<file path="src/rtl/tumble_pkg.sv">
// rtl/tumble_pkg.sv - shared colour constants and state encoding for the ball board run controller
package tumble_pkg;

    localparam logic COLOR_BLUE = 1'b0;
    localparam logic COLOR_RED  = 1'b1;

    typedef enum logic [2:0] {
        ST_IDLE   = 3'd0,
        ST_LAUNCH = 3'd1,
        ST_FLIGHT = 3'd2,
        ST_GAP    = 3'd3,
        ST_DONE   = 3'd4,
        ST_FAULT  = 3'd5
    } tumble_state_e;

endpackage

</file>
<file path="src/rtl/tumble_pulse_timer.sv">
// rtl/tumble_pulse_timer.sv - loadable down-counter with expire flag shared by all timed states
module tumble_pulse_timer #(
    parameter int WIDTH = 8
) (
    input  logic             clk_i,
    input  logic             rst_ni,
    input  logic             load_i,
    input  logic [WIDTH-1:0] load_val_i,
    output logic [WIDTH-1:0] count_o,
    output logic             expire_o
);

    logic [WIDTH-1:0] count_q;

    // Reload on request, otherwise count down and park at zero
    always_ff @(posedge clk_i or negedge rst_ni) begin
        if (!rst_ni) begin
            count_q <= '0;
        end else if (load_i) begin
            count_q <= load_val_i;
        end else if (count_q != '0) begin
            count_q <= count_q - 1'b1;
        end
    end

    assign count_o  = count_q;
    assign expire_o = (count_q == '0);

endmodule

</file>
<file path="src/rtl/tumble_sequencer.sv">
// rtl/tumble_sequencer.sv - run controller issuing colour triggers and tracking ball flights
module tumble_sequencer
    import tumble_pkg::*;
#(
    parameter int PULSE_LEN  = 4,
    parameter int GAP_CYCLES = 2,
    parameter int TIMEOUT    = 1024,
    parameter int MAX_BALLS  = 16
) (
    input  logic                           clk,
    input  logic                           rst_n,
    input  logic                           start,
    input  logic                           first_color,
    input  logic                           stop,
    input  logic                           lever_blue,
    input  logic                           lever_red,
    input  logic                           no_balls,
    output logic                           blue_trigger,
    output logic                           red_trigger,
    output logic                           busy,
    output logic                           done,
    output logic                           fault,
    output logic                           conflict,
    output logic [$clog2(MAX_BALLS+1)-1:0] launched
);

    localparam int LW = $clog2(MAX_BALLS + 1);
    localparam int TW = $clog2(TIMEOUT + PULSE_LEN + GAP_CYCLES + 1);

    tumble_state_e state_q, state_d;
    logic          next_color_q, next_color_d;
    logic [LW-1:0] launched_q, launched_d;
    logic          fault_q, fault_d;
    logic          conflict_q, conflict_d;
    logic          stop_pend_q, stop_pend_d;
    logic          done_q, done_d;
    logic          blue_q, blue_d;
    logic          red_q, red_d;

    logic          tmr_load;
    logic [TW-1:0] tmr_load_val;
    logic [TW-1:0] tmr_count;
    logic          tmr_expire;

    tumble_pulse_timer #(.WIDTH(TW)) u_timer (
        .clk_i      (clk),
        .rst_ni     (rst_n),
        .load_i     (tmr_load),
        .load_val_i (tmr_load_val),
        .count_o    (tmr_count),
        .expire_o   (tmr_expire)
    );

    // State and sticky status registers; triggers are registered so the board sees clean edges
    always_ff @(posedge clk or negedge rst_n) begin
        if (!rst_n) begin
            state_q      <= ST_IDLE;
            next_color_q <= COLOR_BLUE;
            launched_q   <= '0;
            fault_q      <= 1'b0;
            conflict_q   <= 1'b0;
            stop_pend_q  <= 1'b0;
            done_q       <= 1'b0;
            blue_q       <= 1'b0;
            red_q        <= 1'b0;
        end else begin
            state_q      <= state_d;
            next_color_q <= next_color_d;
            launched_q   <= launched_d;
            fault_q      <= fault_d;
            conflict_q   <= conflict_d;
            stop_pend_q  <= stop_pend_d;
            done_q       <= done_d;
            blue_q       <= blue_d;
            red_q        <= red_d;
        end
    end

    // Next-state logic; a stop seen during LAUNCH is remembered so the pulse finishes intact
    always_comb begin
        state_d      = state_q;
        next_color_d = next_color_q;
        launched_d   = launched_q;
        fault_d      = fault_q;
        conflict_d   = conflict_q;
        stop_pend_d  = stop_pend_q;
        unique case (state_q)
            ST_IDLE, ST_DONE, ST_FAULT: begin
                if (start) begin
                    state_d      = ST_LAUNCH;
                    next_color_d = first_color;
                    launched_d   = '0;
                    fault_d      = 1'b0;
                    conflict_d   = 1'b0;
                    stop_pend_d  = 1'b0;
                end
            end
            ST_LAUNCH: begin
                if (tmr_count == TW'(PULSE_LEN - 1) && launched_q != LW'(MAX_BALLS)) begin
                    launched_d = launched_q + 1'b1;
                end
                if (stop) begin
                    stop_pend_d = 1'b1;
                end
                if (tmr_expire) begin
                    stop_pend_d = 1'b0;
                    if (stop_pend_q || stop) begin
                        state_d = ST_IDLE;
                    end else if (no_balls) begin
                        state_d = ST_DONE;
                    end else begin
                        state_d = ST_FLIGHT;
                    end
                end
            end
            ST_FLIGHT: begin
                if (stop) begin
                    state_d = ST_IDLE;
                end else if (lever_blue || lever_red) begin
                    next_color_d = lever_blue ? COLOR_BLUE : COLOR_RED;
                    if (lever_blue && lever_red) begin
                        conflict_d = 1'b1;
                    end
                    state_d = (GAP_CYCLES == 0) ? ST_LAUNCH : ST_GAP;
                end else if (tmr_expire) begin
                    state_d = ST_FAULT;
                    fault_d = 1'b1;
                end
            end
            ST_GAP: begin
                if (stop) begin
                    state_d = ST_IDLE;
                end else if (tmr_expire) begin
                    state_d = ST_LAUNCH;
                end
            end
            default: state_d = ST_IDLE;
        endcase
    end

    // Timer reload on every state change, with the duration of the state being entered
    always_comb begin
        tmr_load     = (state_d != state_q);
        tmr_load_val = '0;
        case (state_d)
            ST_LAUNCH: tmr_load_val = TW'(PULSE_LEN - 1);
            ST_FLIGHT: tmr_load_val = TW'(TIMEOUT - 1);
            ST_GAP:    tmr_load_val = TW'(GAP_CYCLES - 1);
            default:   tmr_load_val = '0;
        endcase
    end

    // Registered output decode from the upcoming state
    always_comb begin
        done_d = (state_d == ST_DONE) && (state_q != ST_DONE);
        blue_d = (state_d == ST_LAUNCH) && (next_color_d == COLOR_BLUE);
        red_d  = (state_d == ST_LAUNCH) && (next_color_d == COLOR_RED);
    end

    assign blue_trigger = blue_q;
    assign red_trigger  = red_q;
    assign busy         = (state_q == ST_LAUNCH) || (state_q == ST_FLIGHT) || (state_q == ST_GAP);
    assign done         = done_q;
    assign fault        = fault_q;
    assign conflict     = conflict_q;
    assign launched     = launched_q;

endmodule

</file>
<file path="config.mk">
export PLATFORM = sky130hd
export DESIGN_NAME = tumble_sequencer
export DESIGN_NICKNAME = d
export VERILOG_FILES = /design/src/rtl/tumble_pkg.sv /design/src/rtl/tumble_pulse_timer.sv /design/src/rtl/tumble_sequencer.sv
export SDC_FILE = /design/constraint.sdc
export NUM_CORES = 1
export LEC_CHECK = 0
export ABC_CLOCK_PERIOD_IN_PS = 2600
export CAP_MARGIN = 20
export CORE_MARGIN = 5
export CORE_UTILIZATION = 54
export DETAILED_ROUTE_END_ITERATION = 6
export PLACE_DENSITY = 0.78
export SYNTH_ARGS = -nofsm -noshare
export SYNTH_HDL_FRONTEND = slang
export SYNTH_SLANG_ARGS = --single-unit
</file>
<file path="constraint.sdc">
create_clock -name clk -period 2.6 [get_ports clk]
set_input_delay 0.39 -clock clk [delete_from_list [all_inputs] [get_ports clk]]
set_output_delay 0.39 -clock clk [all_outputs]
set_load 0.02 [all_outputs]
</file>
# Word level (Yosys, flattened, before mapping)

Index checks and enable logic that the tools add are counted.

Register bits after elaboration: 26
Latch bits: 0
RAM bits: 0
Memory bits (read-only): 0
Bits of input ports: 8
Output and inout bits: 11
Word-level logic and storage cells: 87
Memories kept: 0

Add/subtract/negate cells: 2
$mul: 0
Divide/modulo/power cells: 0
Magnitude comparators: 0
Equal/unequal tests: 21
Shift operators: 0
Multiplexer cells: 33
Bitwise operators: 1
Reductions and logical operators: 20

Operator list:

| kind                  | number |
|---|---|
| $pmux 10 s3           | 1 |
| $mux 3                | 9 |
| $mux 11               | 2 |
| $ne 2x2->1 const B    | 7 |
| $mux 1                | 13 |
| $eq 3x2->1 const B    | 4 |
| $pmux 3 s4            | 1 |
| $eq 11x2->1 const B   | 1 |
| $logic_not 11->1      | 1 |
| $reduce_bool 11->1    | 1 |
| $sub 11x1->11 const B | 1 |
| $mux 5                | 2 |
| $pmux 5 s2            | 1 |
| $reduce_and 5->1      | 2 |
| $eq 3x3->1 const B    | 3 |
| $pmux 1 s2            | 4 |
| $eq 3x1->1 const B    | 2 |
| $ne 3x3->1 const B    | 2 |
| $reduce_and 3->1      | 2 |
| $reduce_bool 2->1     | 3 |
| $add 5x1->5 const B   | 1 |
| $logic_and 1x1->1     | 5 |
| $ne 5x5->1 const B    | 1 |
| $logic_or 1x1->1      | 4 |
| other kinds (4)       | 4 |

# Longest topological paths before layout

Word-level depth: 8
Gate-level depth with buffers: 7
Depth with buffers taken out: 7

# Cells and area by module

Synthesis repeated with hierarchy kept, for this count alone.

Cells, all modules: 160
Area total of the unflattened synthesis: 1,584.0 um^2

By module, submodules not included:

| module             | times used | cells each | area each (um^2) | sequential area each (um^2) |
|---|---|---|---|---|
| tumble_sequencer   | 1          | 97         | 957.2            | 375.4 |
| tumble_pulse_timer | 1          | 63         | 626.9            | 275.3 |

# Worst setup path after synthesis

OpenSTA, ideal clock, no wires.

Path kind: register -> register
Start: reg u_timer.count_q[0], in the netlist u_timer.count_o[0]
End: reg u_timer.count_q[0], in the netlist u_timer.count_o[0]
Setup time: 129 ps
Data arrival time: 2,028 ps
Data required time: 2,471 ps
Setup slack: 443 ps
Cell stages (with the launch flop): 8
Buffers on the path: 0
Clock period less this slack: 2,157 ps
Cells stage by stage: dfrtp_1 -> inv_1 -> ha_1 -> or3b_2 -> o31ai_1 -> a221oi_1 -> o21a_1 -> a2111o_1

Word-level cells in the longest chain between the ends: 8
Elaborated cells on any way between the ends: 18
Classes of those cells: 1 x add/sub; 4 x eq/ne; 10 x mux; 3 x reduce/logical

RTL lines:

| element                                  | RTL line                 | RTL |
|---|---|---|
| start: declaration                       | tumble_pulse_timer.sv:13 | `logic [WIDTH-1:0] count_q;` |
| start signal: assignment                 | tumble_pulse_timer.sv:20 | `count_q <= load_val_i;` |
| start signal: assignment                 | tumble_pulse_timer.sv:22 | `count_q <= count_q - 1'b1;` |
| $logic_not 11->1                         | tumble_pulse_timer.sv:27 | `assign expire_o = (count_q == '0);` |
| $mux 3                                   | tumble_sequencer.sv:125  | `end else if (tmr_expire) begin` |
| $mux 3                                   | tumble_sequencer.sv:119  | `end else if (lever_blue \|\| lever_red) begin` |
| $mux 3                                   | tumble_sequencer.sv:117  | `if (stop) begin` |
| $pmux 3 s4                               | tumble_sequencer.sv:87   | `unique case (state_q)` |
| $eq 3x2->1 or $eq 3x1->1 (tied branches) | tumble_sequencer.sv:145  | `case (state_d)` |
| $pmux 10 s3                              | tumble_sequencer.sv:145  |  |
| $mux 11                                  | tumble_pulse_timer.sv:19 | `end else if (load_i) begin` |

Parallel ways exist; a longest one is shown, timed or not. The select of a mux whose other input is x is not followed.
A chain may end at the register's enable or synchronous reset.

# Worst setup path in the final report

Ends and elaborated chain as after synthesis.

==> summary.md <==
| Metric | Value |
|---|---|
| Largest fanout on the critical path | 4 |
| Setup repair bufs after CTS | 0 |
| Vertical extent of the die | 62.60 um |
| Area of the mapped netlist | 1494 um2 |
| Nets | 200 |
| Antenna violations before repair | 0 |
| Post-detailed-placement half-perimeter wirelength | 2537 um |
| Combined global-route utilization of all metal layers | 0.1806 |
| GR met2 Demand/Resource | 0.2837 |
| Total inserted antenna cells | 0 |
| Number of warnings issued by yosys | 0 |
| First-pass detailed-route iteration total | 4 |
| Avg Synthesized Cell Area | 9.455 um2 |
| Clk network pwr share | 0.115 |
| Met3 layer usage reported by global route | 0.03058 |
| Clock transition time at the flip-flop clock pins of the worst setup and hold paths | 0.13 ns |
| Achievable Freq | 0.4207 GHz |
| Total area of multi-input combinational cells | 808.3 um2 |
| Antenna Nets Post-Route | 0 |
| Cell area power density | 809.3 nW/um2 |
| Number of placement rows | 19 |
| Outcome | completed |
| Routed vias | 1320 |
| Slowest stage cell, crit path | sky130_fd_sc_hd__or3b_2 |
| Static Leak | 0.0007174 uW |
| Required arrival time at the worst endpoint | 2.81 ns |
| Switching portion of total power | 0.3873 |
| Footprint of the flip-flops and latches | 650.6 um2 |
| Overflow left after global routing | 0 |
| Max rail drop VDD | 603.5 uV |
| Number of global-route vias before repair | 1331 |
| Area grow syn2layout | 20.35% |
| Async set-or-reset flop fraction in the synthesized netlist | 1.000 |
| Global routing's busiest layer | met2 |
| Global-route track usage on met1 | 0.2514 |
| Post-synthesis net count | 170 |
| Clock buffer count from CTS | 3 |
| Share of post-route cells with drive strength above 1 | 0.1075 |
| CP Cell Sequence | inv_1 -> ha_1 -> or3b_2 -> o31ai_1 -> a221oi_1 -> o21a_1 -> a2111o_1 |
| Initial core utilization | 0.5512 |
| Horizontal extent of the die | 62.60 um |
| Fill cells | 217 |
| Placed Instances | 214 |
| Total of flip-flops plus latches after synthesis | 26 |
| Reported max-cap violation count | 0 |
| Clock tree from TritonCTS | yes |
| Class of the worst hold path | in -> async |
| Finish-stage setup viols | 0 |
| Post-CTS resize count | 0 |
| Cell internal pwr | 891.5 uW |
| Maximum root-to-sink buffer count | 2 |
| Cell chosen for the clock root | sky130_fd_sc_hd__clkbuf_4 |
| Crit start category | register |
| Hold-fix buffers at CTS | 0 |
| Total die area | 3918 um2 |
| Violation count after the first detailed-route iteration | 52 |
| Area of the core | 2710 um2 |
| Final slew viol count | 0 |
| Final non-filler cell area | 1798 um2 |
| RD Place Congestion | 0.8363 |
| TNS Setup | 0 ns |
| Slew Limit Headroom | 0.6251 |
| Placed instance area | 1775 um2 |
| Global-route wire length before repair | 5913 um |
| Routed Wire Length | 3327 um |
| Area leader, netlist | sky130_fd_sc_hd__dfrtp_1 |
| Via density per instance | 6.083 |
| Critical path arrival | 2.59 ns |
| DRC violation count after routing | 0 |
| Part of the cycle the worst path needs | 0.9143 |
| Unique masters post-synth | 42 |
| Dominant register cell in the synthesized netlist | sky130_fd_sc_hd__dfrtp_1 |
| Critical Setup Path Class | reg -> reg |
| Total number of clock tree sinks | 26 |
| Number of buffers added on ports | 18 |
| Transition time at the pin with the least slew margin | 0.5571 ns |
| Top cells by area, synth | sky130_fd_sc_hd__dfrtp_1 (44%), sky130_fd_sc_hd__xnor2_1 (5.3%), sky130_fd_sc_hd__o31ai_1 (4.5%) |
| Area share of the leading cell type in the synthesized netlist | 0.4355 |
| Share of total power in sequential cells | 0.466 |
| Total power | 1455 uW |
| Fraction of the yosys area taken by sequential cells | 0.4355 |
| Cells on worst reg2reg path | 7 |
| Final Skew | 0.003080 ns |
| Worst skew pair latency | 0.32 ns |
| Largest net degree at the start of global routing | 27 |
| Setup repair after global routing missed its margin | false |
| Period minus WS final | 2.377 ns |
| Per-cell routed wire length | 15.33 um |
| Post-synth EDFFs | 0 |
| Critical path endpoint category | register |
| Instance count of the mapped netlist | 158 |
| Hold_ws | 0.4247 ns |
| Combinational share of power | 0.418 |
| Top Ports | 19 |
| Critical Path Max Stage Delay | 0.52 ns |
| Non-Filler Instances | 217 |
| Number of H-tree levels | 1 |
| Hold Violations, Final | 0 |
| Net load switching power | 563.5 uW |
[per-layer routing]
| metal | part of all wire | up-vias |
|---|---|---|
| met5 | 0 | - |
| met4 | 0.013 | 0 |
| met3 | 0.041 | 5 |
| met2 | 0.47 | 29 |
| met1 | 0.48 | 643 |
| li1 | - | 643 |
[critical path, delay by kind of cell, from the launching register on]
family                     cells  cell delay, ns
AOI/OAI and AO/OA              4            1.05
adders and majority gates      1            0.18
buffers and inverters          1            0.08
DFF                            1            0.44
and+or+nand+nor                1            0.52
[cell families after synthesis]
group	count (synthesis)	synth area share
XOR/XNOR	9	0.05277
adder cells (fa/ha/maj)	4	0.03350
AND/OR/NAND/NOR	65	0.2504
buffers and inverters	9	0.02345
AO/OA/AOI/OAI	45	0.2044
flip-flops	26	0.4355
[registers in the layout, summed over array words and instances (netlist names)]
signal           flops
u_timer.count_o     11
launched             5
state_q              3
blue_trigger         1
conflict             1
done                 1
fault                1
next_color_q         1
red_trigger          1
stop_pend_q          1
[metrics by stage]
stage	util	worst slack [ns]
after floorplan	-	0.4434
after global placement	0.6551	0.1843
after detailed placement	0.6551	0.1294
after CTS	0.6634	0.2484
after global routing	0.6634	0.1476
final	0.6634	0.2228
[synthesized netlist by cell type (4+ instances only)]
| library cell | number |
|---|---|
| sky130_fd_sc_hd__dfrtp_1 | 26 |
| sky130_fd_sc_hd__nor2_1 | 15 |
| sky130_fd_sc_hd__nand2_1 | 12 |
| sky130_fd_sc_hd__o21ai_0 | 11 |
| sky130_fd_sc_hd__o31ai_1 | 9 |
| sky130_fd_sc_hd__xnor2_1 | 9 |
| sky130_fd_sc_hd__nor3_1 | 8 |
| sky130_fd_sc_hd__a21oi_1 | 6 |
| sky130_fd_sc_hd__inv_1 | 6 |
| sky130_fd_sc_hd__nand2b_1 | 6 |
| sky130_fd_sc_hd__ha_1 | 4 |
| sky130_fd_sc_hd__nor3b_1 | 4 |
| sky130_fd_sc_hd__o21a_1 | 4 |
[area by class of cell]
type | instances | area share
flip-flops and latches | 26 | 0.3619
multi-input cells | 123 | 0.4495
well taps | 31 | 0.02157
clock buffers | 3 | 0.01253
inverters | 6 | 0.01253
repair buffers | 28 | 0.1420
[path summary, 6_finish.rpt]
kind,start,to,slack (ns)
max,u_timer.count_o[0]$_DFFE_PN0P_,u_timer.count_o[0]$_DFFE_PN0P_,0.22
min,rst_n,launched[4]$_DFFE_PN0P_,0.42
max reg2reg,u_timer.count_o[0]$_DFFE_PN0P_,u_timer.count_o[0]$_DFFE_PN0P_,0.22
min reg2reg,conflict$_DFFE_PN0P_,conflict$_DFFE_PN0P_,0.53
max in group asynchronous,rst_n,u_timer.count_o[10]$_DFFE_PN0P_,1.93
min in group clk,conflict$_DFFE_PN0P_,conflict$_DFFE_PN0P_,0.53
[layout by cell type (no fill, tap or decap), types with 3 or more instances in the layout]
cell type,netlist,routed
sky130_fd_sc_hd__dfrtp_1,26,26
sky130_fd_sc_hd__clkdlybuf4s50_1,0,18
sky130_fd_sc_hd__nor2_1,15,15
sky130_fd_sc_hd__nand2_1,12,12
sky130_fd_sc_hd__o21ai_0,11,11
sky130_fd_sc_hd__buf_4,0,10
sky130_fd_sc_hd__o31ai_1,9,9
sky130_fd_sc_hd__xnor2_1,9,9
sky130_fd_sc_hd__nor3_1,8,8
sky130_fd_sc_hd__inv_1,6,6
sky130_fd_sc_hd__nand2b_1,6,6
sky130_fd_sc_hd__a21oi_1,6,6
sky130_fd_sc_hd__nor3b_1,4,4
sky130_fd_sc_hd__o21a_1,4,4
sky130_fd_sc_hd__ha_1,4,4
sky130_fd_sc_hd__clkbuf_4,0,3
[power groups by stage]
stage               sequential, uW  combinational, uW  clock (uW)
detailed placement             686                609           0
global route                   703                665         197
CTS                            677                615         171
finish                         679                609         168
global placement               677                589           0
floorplan                      694                387           0
Power figures use the tool's default switching activity.
